`config.mk`:
```
export PLATFORM = sky130hd
export DESIGN_NAME = sfx_sequencer
export DESIGN_NICKNAME = d
export VERILOG_FILES = /design/src/rtl/snd_pkg.sv /design/src/rtl/tick_prescaler.sv /design/src/rtl/sfx_sequencer.sv
export SDC_FILE = /design/constraint.sdc
export NUM_CORES = 1
export LEC_CHECK = 0
export ABC_AREA = 0
export CAP_MARGIN = 10
export CORE_MARGIN = 5
export CORE_UTILIZATION = 64
export DETAILED_ROUTE_END_ITERATION = 8
export DONT_BUFFER_PORTS = 1
export HOLD_SLACK_MARGIN = 0.08
export PLACE_DENSITY = 0.8
export SLEW_MARGIN = 20
export SYNTH_ARGS = -nofsm -noshare
export SYNTH_HDL_FRONTEND = slang
export SYNTH_SLANG_ARGS = --single-unit
export TNS_END_PERCENT = 5
```
`constraint.sdc`:
```
create_clock -name clk -period 2.99 [get_ports clk]
set_clock_uncertainty 0.05 [all_clocks]
set_input_delay 0.4485 -clock clk [delete_from_list [all_inputs] [get_ports clk]]
set_output_delay 0.4485 -clock clk [all_outputs]
set_load 0.03 [all_outputs]
```
`src/rtl/snd_pkg.sv`:
```
// Sound-effect definitions shared by the sequencer.
// Holds the effect ids, the note record, the note tables and lookup helpers.
package snd_pkg;

   typedef enum logic [1:0] {
      SFX_START = 2'd0,
      SFX_EAT   = 2'd1,
      SFX_OVER  = 2'd2
   } sfx_id_t;

   typedef struct packed {
      logic [15:0] freq;  // Hz, 0 = rest
      logic [11:0] dur;   // duration in ticks
   } note_t;

   localparam int unsigned MAX_NOTES = 4;
   localparam int unsigned NUM_SFX   = 3;

   localparam int unsigned SFX_LEN [NUM_SFX] = '{3, 1, 4};

   localparam note_t SFX_TABLE [NUM_SFX][MAX_NOTES] = '{
      '{'{16'd523, 12'd100}, '{16'd659, 12'd100}, '{16'd784, 12'd200}, '{16'd0, 12'd0}},
      '{'{16'd1047, 12'd50}, '{16'd0, 12'd0}, '{16'd0, 12'd0}, '{16'd0, 12'd0}},
      '{'{16'd392, 12'd150}, '{16'd0, 12'd50}, '{16'd330, 12'd150}, '{16'd262, 12'd300}}
   };

   // Table lookup; a zero duration would never tick out, so it plays as one tick.
   function automatic note_t note_at(sfx_id_t id, logic [1:0] idx);
      note_t n;
      n = SFX_TABLE[id][idx];
      if (n.dur == 12'd0) begin
         n.dur = 12'd1;
      end
      return n;
   endfunction

   function automatic logic is_last_note(sfx_id_t id, logic [1:0] idx);
      return ({30'd0, idx} + 32'd1) >= SFX_LEN[id];
   endfunction

endpackage

```
`src/rtl/tick_prescaler.sv`:
```
// Restartable clock divider producing the note-duration tick.
// Ports:
//   clk     - system clock
//   reset_n - synchronous active-low reset
//   restart - forces the count back to 0 (takes priority over counting)
//   tick    - high during the last clock of each DIV-clock period
module tick_prescaler #(
   parameter int unsigned DIV = 10
) (
   input  logic clk,
   input  logic reset_n,
   input  logic restart,
   output logic tick
);

   localparam int unsigned     CntW    = (DIV > 1) ? $clog2(DIV) : 1;
   localparam logic [CntW-1:0] CntLast = CntW'(DIV - 1);

   logic [CntW-1:0] cnt_q;

   always_ff @(posedge clk) begin
      if (!reset_n || restart) begin
         cnt_q <= '0;
      end else if (cnt_q == CntLast) begin
         cnt_q <= '0;
      end else begin
         cnt_q <= cnt_q + CntW'(1);
      end
   end

   assign tick = (cnt_q == CntLast);

endmodule

```
`src/rtl/sfx_sequencer.sv`:
```
// Sound-effect sequencer: plays note tables into the speaker tone generator.
// Ports:
//   clk     - system clock
//   reset_n - synchronous active-low reset
//   req     - one-cycle request pulses (bit0 START, bit1 EAT, bit2 OVER)
//   mute    - level, silences freq without disturbing timing
//   freq    - tone frequency in Hz, 0 = silent
//   busy    - high while an effect plays
//   sfx_id  - effect playing or last played
//   done    - one-cycle pulse on natural completion of an effect
module sfx_sequencer
   import snd_pkg::*;
#(
   parameter int unsigned FCLK    = 50_000_000,
   parameter int unsigned TICK_HZ = 1000
) (
   input  logic        clk,
   input  logic        reset_n,
   input  logic [2:0]  req,
   input  logic        mute,
   output logic [31:0] freq,
   output logic        busy,
   output logic [1:0]  sfx_id,
   output logic        done
);

   localparam int unsigned DIV = FCLK / TICK_HZ;

   if (DIV < 2) begin : g_div_check
      $error("sfx_sequencer: FCLK/TICK_HZ must be at least 2");
   end

   typedef enum logic [0:0] {StIdle, StPlay} state_t;

   state_t      state_q, state_d;
   sfx_id_t     sfx_id_q, sfx_id_d;
   logic [1:0]  note_idx_q, note_idx_d;
   logic [15:0] note_freq_q, note_freq_d;
   logic [11:0] remain_q, remain_d;
   logic        done_q, done_d;

   logic        restart;
   logic        tick;
   sfx_id_t     winner;
   logic        accept;
   note_t       nt;

   tick_prescaler #(
      .DIV(DIV)
   ) u_tick_prescaler (
      .clk    (clk),
      .reset_n(reset_n),
      .restart(restart),
      .tick   (tick)
   );

   // Highest-index request wins; the losers are simply dropped.
   always_comb begin
      winner = SFX_START;
      if (req[2]) begin
         winner = SFX_OVER;
      end else if (req[1]) begin
         winner = SFX_EAT;
      end
   end

   // While playing, only a strictly higher-priority effect may preempt.
   assign accept = (req != 3'b000) && ((state_q == StIdle) || (winner > sfx_id_q));

   always_comb begin
      state_d     = state_q;
      sfx_id_d    = sfx_id_q;
      note_idx_d  = note_idx_q;
      note_freq_d = note_freq_q;
      remain_d    = remain_q;
      done_d      = 1'b0;
      restart     = 1'b0;
      nt          = note_at(sfx_id_q, note_idx_q + 2'd1);

      if (accept) begin
         // Preemption outranks a completion on the same edge, so no done pulse.
         nt          = note_at(winner, 2'd0);
         state_d     = StPlay;
         sfx_id_d    = winner;
         note_idx_d  = 2'd0;
         note_freq_d = nt.freq;
         remain_d    = nt.dur;
         restart     = 1'b1;
      end else if (state_q == StPlay && tick) begin
         if (remain_q == 12'd1) begin
            if (is_last_note(sfx_id_q, note_idx_q)) begin
               state_d     = StIdle;
               note_freq_d = 16'd0;
               done_d      = 1'b1;
            end else begin
               // Next note loads on the same edge so notes abut with no gap.
               note_idx_d  = note_idx_q + 2'd1;
               note_freq_d = nt.freq;
               remain_d    = nt.dur;
            end
         end else begin
            remain_d = remain_q - 12'd1;
         end
      end
   end

   always_ff @(posedge clk) begin
      if (!reset_n) begin
         state_q     <= StIdle;
         sfx_id_q    <= SFX_START;
         note_idx_q  <= 2'd0;
         note_freq_q <= 16'd0;
         remain_q    <= 12'd0;
         done_q      <= 1'b0;
      end else begin
         state_q     <= state_d;
         sfx_id_q    <= sfx_id_d;
         note_idx_q  <= note_idx_d;
         note_freq_q <= note_freq_d;
         remain_q    <= remain_d;
         done_q      <= done_d;
      end
   end

   assign freq   = mute ? 32'd0 : {16'd0, note_freq_q};
   assign busy   = (state_q == StPlay);
   assign sfx_id = sfx_id_q;
   assign done   = done_q;

endmodule

```
### Word level (Yosys, flattened, before mapping)

Index checks and enable logic that the tools add are counted.
W data, S select, Z words.

| cells by class | value |
|---|---|
| bitwise gates (word level) | 8 |
| $lt $le $gt $ge | 5 |
| reductions and logical operators | 18 |
| $add $sub $neg | 4 |
| muxes and demuxes | 31 |
| equal/unequal tests | 3 |

Operators by type and width:

| cell | count |
|---|---|
| $bmux W112 S2 | 2 |
| $mux W112 | 4 |
| $mux W16 | 5 |
| $mux W12 | 6 |
| $bmux W32 S2 | 1 |
| $mux W32 | 2 |
| $bmux W28 S2 | 1 |
| $mux W28 | 2 |
| $ge A3 B32 Y1 | 1 |
| $logic_not A12 Y1 | 2 |
| $add A16 B1 Y16 const B | 1 |
| $eq A16 B16 Y1 const B | 1 |
| $eq A12 B1 Y1 const B | 1 |
| $sub A12 B1 Y12 const B | 1 |
| $ge A3 B3 Y1 const B | 3 |
| $not A2 Y3 | 3 |
| $mux W1 | 7 |
| $reduce_and A3 Y1 | 2 |
| $reduce_bool A2 Y1 | 3 |
| $not A1 Y1 | 5 |
| $reduce_and A2 Y1 | 2 |
| $reduce_or A2 Y1 | 2 |
| $reduce_or A4 Y1 | 1 |
| $add A2 B1 Y3 const B | 1 |
| 8 further kinds | 10 |

| word-level totals | value |
|---|---|
| bits in registers | 50 |
| output and inout port bits | 36 |

### Logic depth before layout (Yosys ltp)

Gate-level depths: netlist (run 1).

| logic depth | value |
|---|---|
| depth in word-level cells | 13 |
| gate-level depth with buffers | 10 |
| depth with buffers taken out | 9 |

### Hierarchy

From an unflattened synthesis (run 1), not the netlist that was laid out.

| unflattened totals | value |
|---|---|
| cell total of the unflattened synthesis | 361 |
| area total of the unflattened synthesis | 3,015.4 µm² |

By module, submodules not included:

| module | area each (µm²) | cells an instance | instances |
|---|---|---|---|
| sfx_sequencer | 2,215.9 | 281 | 1 |
| tick_prescaler | 799.5 | 80 | 1 |

### Least setup slack after synthesis (run 1)

Ideal clock, no wire load.

| timing path | value |
|---|---|
| path kind | register to register |
| start point | register sfx_id_q[1], in the netlist sfx_id[1] |
| end point | register remain_q[9] |
| buffers on the path | 1 |
| slack | 0.468 ns |
| period minus slack after synthesis | 2.522 ns |
| cell stages (with the launch flop) | 11 |
| setup time | 0.120 ns |
| arrival time | 2.352 ns |
| path through | dfxtp_1 > inv_1 > ha_1 > inv_1 > ha_1 > a221oi_2 > or2_2 > buf_2 > o21ai_1 > and3_1 > a211o_1 |

| on the way | value |
|---|---|
| word-level cells in the longest chain between the ends | 13 |

RTL lines:

| element | line | RTL |
|---|---|---|
| start, declared | sfx_sequencer.sv:36 | `sfx_id_t sfx_id_q, sfx_id_d;` |
| start signal, assigned | sfx_sequencer.sv:117 | `sfx_id_q <= sfx_id_d;` |
| $not A2 Y3 (implied by the code) | snd_pkg.sv:30, snd_pkg.sv:38 |  |
| $bmux W112 S2 | snd_pkg.sv:30 | `n = SFX_TABLE[id][idx];` |
| $mux W112 (implied by the code) (2 in a row) | snd_pkg.sv:30 |  |
| $bmux W28 S2 | snd_pkg.sv:30 |  |
| $mux W28 (implied by the code) (2 in a row) | snd_pkg.sv:30 |  |
| $logic_not A12 Y1 | snd_pkg.sv:31 | `if (n.dur == 12'd0) begin` |
| $mux W12 | snd_pkg.sv:31 |  |
| $mux W12 | sfx_sequencer.sv:91 | `if (is_last_note(sfx_id_q, note_idx_q)) begin` |
| $mux W12 | sfx_sequencer.sv:90 | `if (remain_q == 12'd1) begin` |
| $mux W12 | sfx_sequencer.sv:89 | `end else if (state_q == StPlay && tick) begin` |
| $mux W12 | sfx_sequencer.sv:80 | `if (accept) begin` |
| end signal, assigned | sfx_sequencer.sv:120 | `remain_q <= remain_d;` |
| end, declared | sfx_sequencer.sv:39 | `logic [11:0] remain_q, remain_d;` |

Several ways; a longest one is shown, not always the timed one. The select of a mux whose other input is x is not followed.
A chain may end at the register's enable or synchronous reset.

### Final worst setup path (run 1)

| timing path | value |
|---|---|
| start point | register sfx_id_q[0], in the netlist sfx_id[0] |
| end point | register u_tick_prescaler.cnt_q[3] |

| on the way | value |
|---|---|
| word-level cells in the longest chain between the ends | 6 |

RTL lines:

| element | line | RTL |
|---|---|---|
| $gt A2 B2 Y1 | sfx_sequencer.sv:68 | `assign accept = (req != 3'b000) && ((state_q == StIdle) \|\| (winner > sfx_id_q));` |
| $logic_or A1 B1 Y1 | sfx_sequencer.sv:68 |  |
| $logic_and A1 B1 Y1 | sfx_sequencer.sv:68 |  |
| $mux W1 | sfx_sequencer.sv:80 |  |
| $logic_or A1 B1 Y1 | tick_prescaler.sv:22 | `if (!reset_n \|\| restart) begin` |
| $reduce_or A2 Y1 (no source line) | - |  |
| end signal, assigned | tick_prescaler.sv:27 | `cnt_q <= cnt_q + CntW'(1);` |
| end, declared | tick_prescaler.sv:19 | `logic [CntW-1:0] cnt_q;` |

No other way between the ends.

==> results of run 1 <==
==> layout make-up <==
| cell class | count | area, um2 |
|---|---|---|
| clock buffer | 6 | 82.6 |
| clock inverter | 2 | 38.8 |
| fill | 356 | 1390 |
| inverter | 9 | 33.8 |
| multi-input combinational | 284 | 1820 |
| sequential | 44 | 881 |
| tap | 52 | 65.1 |
| timing repair buffer | 10 | 75.1 |
==> synthesized netlist by cell type, drive strengths merged, types with 2 or more instances <==
cell / n
ha: 13
nor2: 35
or3: 3
a21boi: 3
o31ai: 4
nand4: 5
a21o: 2
o221a: 2
xor2: 9
nor4b: 3
o211a: 2
mux2i: 4
and3: 10
inv: 9
and4b: 2
a221oi: 2
and4: 2
nand3: 13
xnor2: 7
nor3: 14
o211ai: 3
a21oi: 14
or2: 3
a2111oi: 2
o31a: 2
nand2: 29
o21ai: 24
a211oi: 2
a31oi: 3
and2: 6
a211o: 2
clkbuf: 5
o22ai: 3
mux2: 2
buf: 34
nor2b: 12
o21a: 3
dfxtp: 44
nand3b: 2
nor4: 2
nand2b: 5
==> stage by stage <==
stage	instance area (um2)	instances	hold WS [ns]	power (uW)	utilization [%]
after CTS	2990	407	0.213	1540	68.2
after floorplan	2990	376	0.363	998	-
after detailed placement	2870	399	0.386	1050	65.5
final	2990	407	0.218	1540	68.2
after global placement	2870	399	0.374	1040	65.5
after global routing	2990	407	0.203	1620	68.2
==> logic make-up after synthesis <==
kind of cell	after synthesis
xor gates and xnor gates	16
DFF	44
buffers and inverters	48
adders and majority gates	13
other	1
AOI/OAI and AO/OA	79
and+or+nand+nor	148
muxes	6
==> per-layer routing <==
| layer | share of wire (%) | vias to the layer above | global-route usage (%) | routed length, um |
|---|---|---|---|---|
| met1 | 43 | 1196 | 29.5 | 2890 |
| li1 | - | 1211 | - | - |
| met5 | 0 | - | 0 | 0 |
| met2 | 46 | 117 | 34.3 | 3100 |
| met3 | 8.5 | 22 | 5.90 | 572 |
| met4 | 2.4 | 0 | 8.93 | 163 |
==> sequential cells by signal, summed over array words and instances (netlist names) <==
name / flops
u_tick_prescaler.cnt_q: 16
remain_q: 12
note_freq_q: 10
note_idx_q: 2
sfx_id: 2
busy: 1
done: 1
==> power by group <==
group / total [uW] / switching (uW) / internal [uW] / leakage (uW)
logic: 395 / 268 / 127 / 0.000784
registers: 657 / 35.4 / 622 / 0.000359
clock network: 486 / 213 / 273 / 0.0000614
total: 1540 / 516 / 1020 / 0.00120
==> critical path: stages, from the launching register on <==
cell     delay, ns
dfxtp_1       0.33
buf_4         0.18
ha_1          0.31
and3_1        0.21
a21o_1        0.19
or2_1         0.42
and2_1        0.29
nand2_1       0.39
nor2_1        0.10
==> worst max-delay path by stage <==
stage,depth (start not counted),end,start
2_1_floorplan,10,remain_q[9],sfx_id[1]
3_3_place_gp,8,u_tick_prescaler.cnt_q[10],req[2]
3_5_place_dp,8,u_tick_prescaler.cnt_q[10],req[2]
4_1_cts,8,u_tick_prescaler.cnt_q[3],sfx_id[0]
5_1_grt,8,u_tick_prescaler.cnt_q[12],sfx_id[0]
6_report,8,u_tick_prescaler.cnt_q[3],sfx_id[0]
==> results summary, run 1 <==
The run finished with clean final reports. The number of nets in the layout came out at 373. The total negative slack came out at 0 ns. Entering global routing, the biggest net connects 24 pins.

The sum of overflow across all layers after global routing is 0. The reg2reg setup slack is 0.41 ns. The overall global routing resource usage came out at 22.2%. The flop and latch count out of synthesis is 44. Summing the areas of all xor and xnor instances in the mapped netlist gives 4.81% of the synthesized area.

In the layout the commonest cells are dfxtp_1 (44), nor2_1 (34), nand2_1 (27), o21ai_0 (23), conb_1 (22). The mapped cell area came out at 0.00291 mm2. The biggest area contributor in the post-synthesis netlist is dfxtp_1. The number of cells upsized or downsized after cts is 0. The post-synthesis share of cell area spent on full adders, half adders and majority gates came out at 5.59%. The final critical delay including setup and external delays came out at 2.58 ns. The clock passes through at most 2 buffers. The transition at the pin with the smallest max-transition slack is 0.615 ns. The largest family of logic cells by synthesized area is simple AND/OR/NAND/NOR gates. The initial antenna violation count was 0.

By area the synthesized netlist is led by dfxtp_1 (30%), buf_4 (6.2%), ha_1 (5.6%), nor2_1 (4.4%), o21ai_0 (4.0%). The layout-stage area growth over the synthesis result came out at 2.75%. The width of the chip is 77.5 um. The final setup violation count came out at 0. The share of synthesized flip-flops with an asynchronous set or reset came out at 0%. The max-cap violation count came out at 0. The maximum fanout encountered on the critical timing path came out at 15. The average footprint of a synthesized cell is 8.20 um2. The number of library cell types mapped by synthesis came out at 62.

The overall via count from detail_route came out at 2,546. The post-synthesis share of cell area spent on and, or, nand and nor gates is 27.6%. The clock reaches the later pin of the worst-skew pair after 0.30 ns. The depth of the worst register-to-register path is 8. The data arrival time of the critical path came out at 2.70 ns. The startpoint of the worst hold path is reset_n.

The count of port buffers added during placement came out at 0. In this run the critical register-to-register path is captured at u_tick_prescaler.cnt_q[3]. The portion of the post-synthesis area used by sequential elements is 30.3%. The leading cell type in the layout, fill and taps excluded is dfxtp_1. The share of layout cells above drive strength 1 came out at 10.4%. The clock drives 44 sinks. The total inserted antenna cells came out at 0. The HPWL after detailed placement is 4.87 mm. The critical path is of the flip-flop to flip-flop type. The die covers 0.00600 mm2. After clock tree synthesis, the clock-pin slew on the worst setup and hold paths is 0.08 ns. Wires add up to 6.73 mm. The average via count per standard cell came out at 6.26. Setup repair after global routing left no endpoint under its margin. The first global-routing pass estimated 11.2 mm of wire. The final worst-path cycle share is 86.2%. For hold timing, the worst endpoint is remain_q[5]. The total leakage power is 0.00120 uW. The number of buffers created by CTS came out at 5. The critical path data required time is 3.11 ns. Dividing total power by cell area gives a power density of 514 mW/mm2.

The iteration-0 DRC count of the detailed router is 253. Clock tree synthesis selected as its root buffer the cell clkbuf_8. Measured against the total synthesized area, the mux share comes to 2.15%.

The class of the tightest hold or removal check is input port to flip-flop. The maximum operating frequency came out at 0.388 GHz. For this run, the detailed router's first-pass iteration total came to 5. The remaining max-slew budget at the tightest pin is 58.9%. The final worst slack came out at 0.413 ns.

The synthesis warning total is 0. The largest voltage drop on the vdd net came out at 0.318 mV. For this design the top-level I/O count stands at 42.

The start of the worst register-to-register path is sfx_id[0]. The row count came out at 24. The number of global-route vias before repair was 2,322. The CTS tree is done. The buffer count from post-CTS setup fixing is 0. The worst slack at placement came out at 0.371 ns. For this run, the leading register cell type out of synthesis is dfxtp_1.

The count of final hold-check violations came to 0. The number of max-slew violations in the final report was 0. The die outline height came out at 77.5 um. The antenna violation net count after detailed routing is 0.

The wire length per cell after detailed routing is 16.5 um. The area inside the core boundary is 0.00438 mm2. The fraction of the mapped netlist area in compound gates came out at 19.4%. The worst hold path stage count came out at 1. The clock tree synthesis step divided the H-tree into 2 levels.

At the end of routability-driven placement, the weighted congestion stood at 0.915. The post-synthesis cell count came out at 355. The top cell type's share of synthesized area is 30.3%. The worst setup path is launched from a flip-flop. The starting utilization of the core area came out at 66.4%. The number of enable-type register cells in the synthesized netlist came out at 0. Hold repair after CTS inserted 0 buffers. The sort of element at the end of the critical path is a flip-flop. The post-detailed-route DRC marker count came out at 0.
Power figures use the tool's default switching activity.
==> inputs of run 2 (changes only) <==
- CORE_UTILIZATION: 64 -> 58
- PLACE_DENSITY: 0.8 -> 0.76
- clock period: 2.99 -> 2.25 ns (I/O delays scaled with it)
==> run 2 against run 1 <==
Compared with the run above:
- clock power rose by 34%
- combinational power grew 56%
- design area rose by 11%
- critical path depth is 1 higher
- sequential share of layout area fell by 2.6 points
- non-clock buffer count grew 23
- sequential power grew 33%
- register-to-register slack worse by 0.38 ns
- clock-buffer cell count unchanged
- critical path type unchanged
- critical endpoint is now remain_q[4]
- highest routed layer unchanged
==> results summary, run 2 (synthesized netlist as in run 1, its figures left out) <==
Outcome: complete, no violations (unchanged). The final worst-path cycle share is 98.7% (was 86.2%). The final design area excluding fillers came out at 0.00331 mm2 (was 0.00299 mm2). The register with the most flip-flops was u_tick_prescaler.cnt_q (unchanged). The flip-flop count of the largest register, all copies and words added is 16 (unchanged). The share of total power consumed by net switching is 33.6% (was 33.5%). The area inside the core boundary is 0.00479 mm2 (was 0.00438 mm2). The layout-stage area growth over the synthesis result is 13.7% (was 2.75%). The number of buffers created by CTS is 5 (unchanged). The final critical delay including setup and external delays came out at 2.22 ns (was 2.58 ns).

The switching power came out at 719 uW (was 516 uW). The total inserted antenna cells was 0 (unchanged). The CTS tree was done (unchanged). The post-detailed-route DRC marker count came out at 0 (unchanged). The final standard cell count with taps included and fillers excluded was 445 (was 407). The total leakage power came to 0.00133 uW (was 0.00120 uW). The sum of overflow across all layers after global routing came out at 0 (unchanged).

The die outline height is 80.9 um (was 77.5 um). The total wirelength of the detailed-routed design was 7.11 mm (was 6.73 mm). The largest buffer count on any clock path was 2 (unchanged). The overall via count from detail_route came out at 2,613 (was 2,546). The clock share of power is 30.3% (was 31.6%). The class of the tightest hold or removal check is input port to flip-flop (unchanged).

The number of detailed-route iterations in the first pass came out at 5 (unchanged). The antenna violation net count after detailed routing came to 0 (unchanged). Top library cells by usage in the layout, fill and taps aside: dfxtp_1 (42), nor2_1 (32), buf_4 (31), nand2_1 (26), conb_1 (22) (was dfxtp_1 (44), nor2_1 (34), nand2_1 (27), o21ai_0 (23), conb_1 (22)). The number of nets in the layout came to 396 (was 373).

The final estimated routing congestion in global placement came out at 0.937 (was 0.915). The overall global routing resource usage is 22.4% (was 22.2%). The worst-skew pair later-pin latency is 0.30 ns (about the same). The transition at the pin with the smallest max-transition slack came out at 0.586 ns (was 0.615 ns). The HPWL after detailed placement came out at 5.21 mm (was 4.87 mm). The instance area at placement is 0.00308 mm2 (was 0.00287 mm2). The worst slack at placement came out at -0.0640 ns (was 0.371 ns).

The share of layout cells above drive strength 1 came to 21.2% (was 10.4%). Registers with the highest flip-flop counts: u_tick_prescaler.cnt_q: 16 flops, remain_q: 12 flops, note_freq_q: 10 flops (unchanged). The width of the chip came to 80.9 um (was 77.5 um).

The clock root buffer is clkbuf_8 (unchanged). The number of cells in the design after placement is 435 (was 399). The launching element type of the critical path is a flip-flop (unchanged). The type of the worst setup path is flip-flop to flip-flop (unchanged).

The starting utilization of the core area came out at 60.8% (was 66.4%). The count of port buffers added during placement came to 0 (unchanged). The wire length per cell after detailed routing came out at 16.0 um (was 16.5 um). The sort of element at the end of the critical path is a flip-flop (unchanged). The global-route wire length before repair is 11.6 mm (was 11.2 mm). The maximum fanout encountered on the critical timing path is 5 (was 15). The pin count of the biggest net entering global routing came out at 24 (unchanged). The I/O pin total is 42 (unchanged). The cell-internal power came out at 1420 uW (was 1020 uW). The leading cell type in the layout, fill and taps excluded was dfxtp_1 (unchanged). The maximum operating frequency came out at 0.450 GHz (was 0.388 GHz). The final setup violation count came to 0 (unchanged). The largest voltage drop on the vdd net came to 0.349 mV (was 0.318 mV).

The count of hold buffers inserted by post-cts repair is 0 (unchanged). The number of global-route vias before repair came out at 2,365 (was 2,322). The maximum level of the CTS H-tree came out at 2 (unchanged). The clock-pin slew on the worst setup and hold paths is 0.09 ns (was 0.08 ns). The logic gate share of total power was 28.8% (was 25.7%). The row count came to 25 (was 24). The die outline area is 0.00654 mm2 (was 0.00600 mm2). The final worst slack is 0.0302 ns (was 0.413 ns). The critical path data required time is 2.42 ns (was 3.11 ns).

The sequential cell fraction of total power came out at 40.8% (was 42.7%). The number of filler cells placed in the layout is 380 (was 356). The average via count per standard cell is 5.87 (was 6.26). The number of max-slew violations in the final report is 0 (unchanged). The total power density per cell area came to 646 mW/mm2 (was 514 mW/mm2).

RSZ-0062 raised after global routing: yes (was no). The total clock sinks came out at 44 (unchanged). The remaining max-slew budget at the tightest pin is 60.5% (was 58.9%). The initial antenna violation count is 0 (unchanged). The count of final hold-check violations came out at 0 (unchanged).

The iteration-0 DRC count of the detailed router came to 268 (was 253). The data arrival time of the critical path came out at 2.39 ns (was 2.70 ns). The max-cap violation count came to 0 (unchanged).
run 2: cell types whose count changed in the layout (fill, tap and decap cells not counted), sizes merged:
cell	change
buf	+23
run 2: timing repair:
action                     CTS  global route
setup endpoints to repair    8            38
gates resized for setup      5            17
pin swaps                    2             4
setup buffers                2             0
run 2: area by class of cell:
type                    instances  area [um2]  share of cell area [%]
clock buffers                   6        82.6                    2.50
clock inverters                 2        38.8                    1.17
repair buffers                 33         264                    7.98
flip-flops and latches         44         888                    26.8
multi-input cells             284        1920                    58.0
inverters                       9        33.8                    1.02
well taps                      67        83.8                    2.53
run 2: worst paths after layout:
check                                 start                   endpoint  slack [ns]  cells after the start
setup / recovery                  sfx_id[1]                remain_q[4]        0.03                      9
hold / removal                      reset_n             note_freq_q[7]        0.11                      1
setup reg to reg                  sfx_id[1]                remain_q[4]        0.03                      9
hold reg to reg   u_tick_prescaler.cnt_q[0]  u_tick_prescaler.cnt_q[0]        0.39                      1
run 2: metal layers:
layer / wire [um] / vias up / global-route usage (%)
li1: - / 1257 / -
met1: 3220 / 1215 / 32.5
met2: 3090 / 125 / 32.4
met3: 653 / 16 / 5.88
met4: 150 / 0 / 6.76
met5: 0 / - / 0
run 2: metrics by stage:
step / util, % / power [uW] / TNS (ns) / hold WS [ns]
global route: 69.2 / 2250 / -0.344 / 0.0955
finish: 69.2 / 2140 / 0 / 0.107
global placement: 64.3 / 1440 / 0 / 0.377
detailed placement: 64.3 / 1450 / -0.147 / 0.380
floorplan: - / 1330 / 0 / 0.363
CTS: 67.6 / 2110 / -0.0221 / 0.0996
run 2: power groups by stage:
stage	registers, uW	clock network [uW]	logic [uW]
5_1_grt	881	695	672
6_report	873	649	617
3_3_place_gp	886	0	551
3_5_place_dp	889	0	559
4_1_cts	870	661	577
2_1_floorplan	884	0	444
run 2: critical path, cell delays in order (launching register included):
cell,delay (ns)
dfxtp_4,0.35
inv_2,0.09
ha_2,0.20
inv_1,0.08
ha_4,0.28
a221oi_4,0.07
o21ai_0,0.50
a21boi_0,0.22
o21ai_0,0.09
a211oi_1,0.21
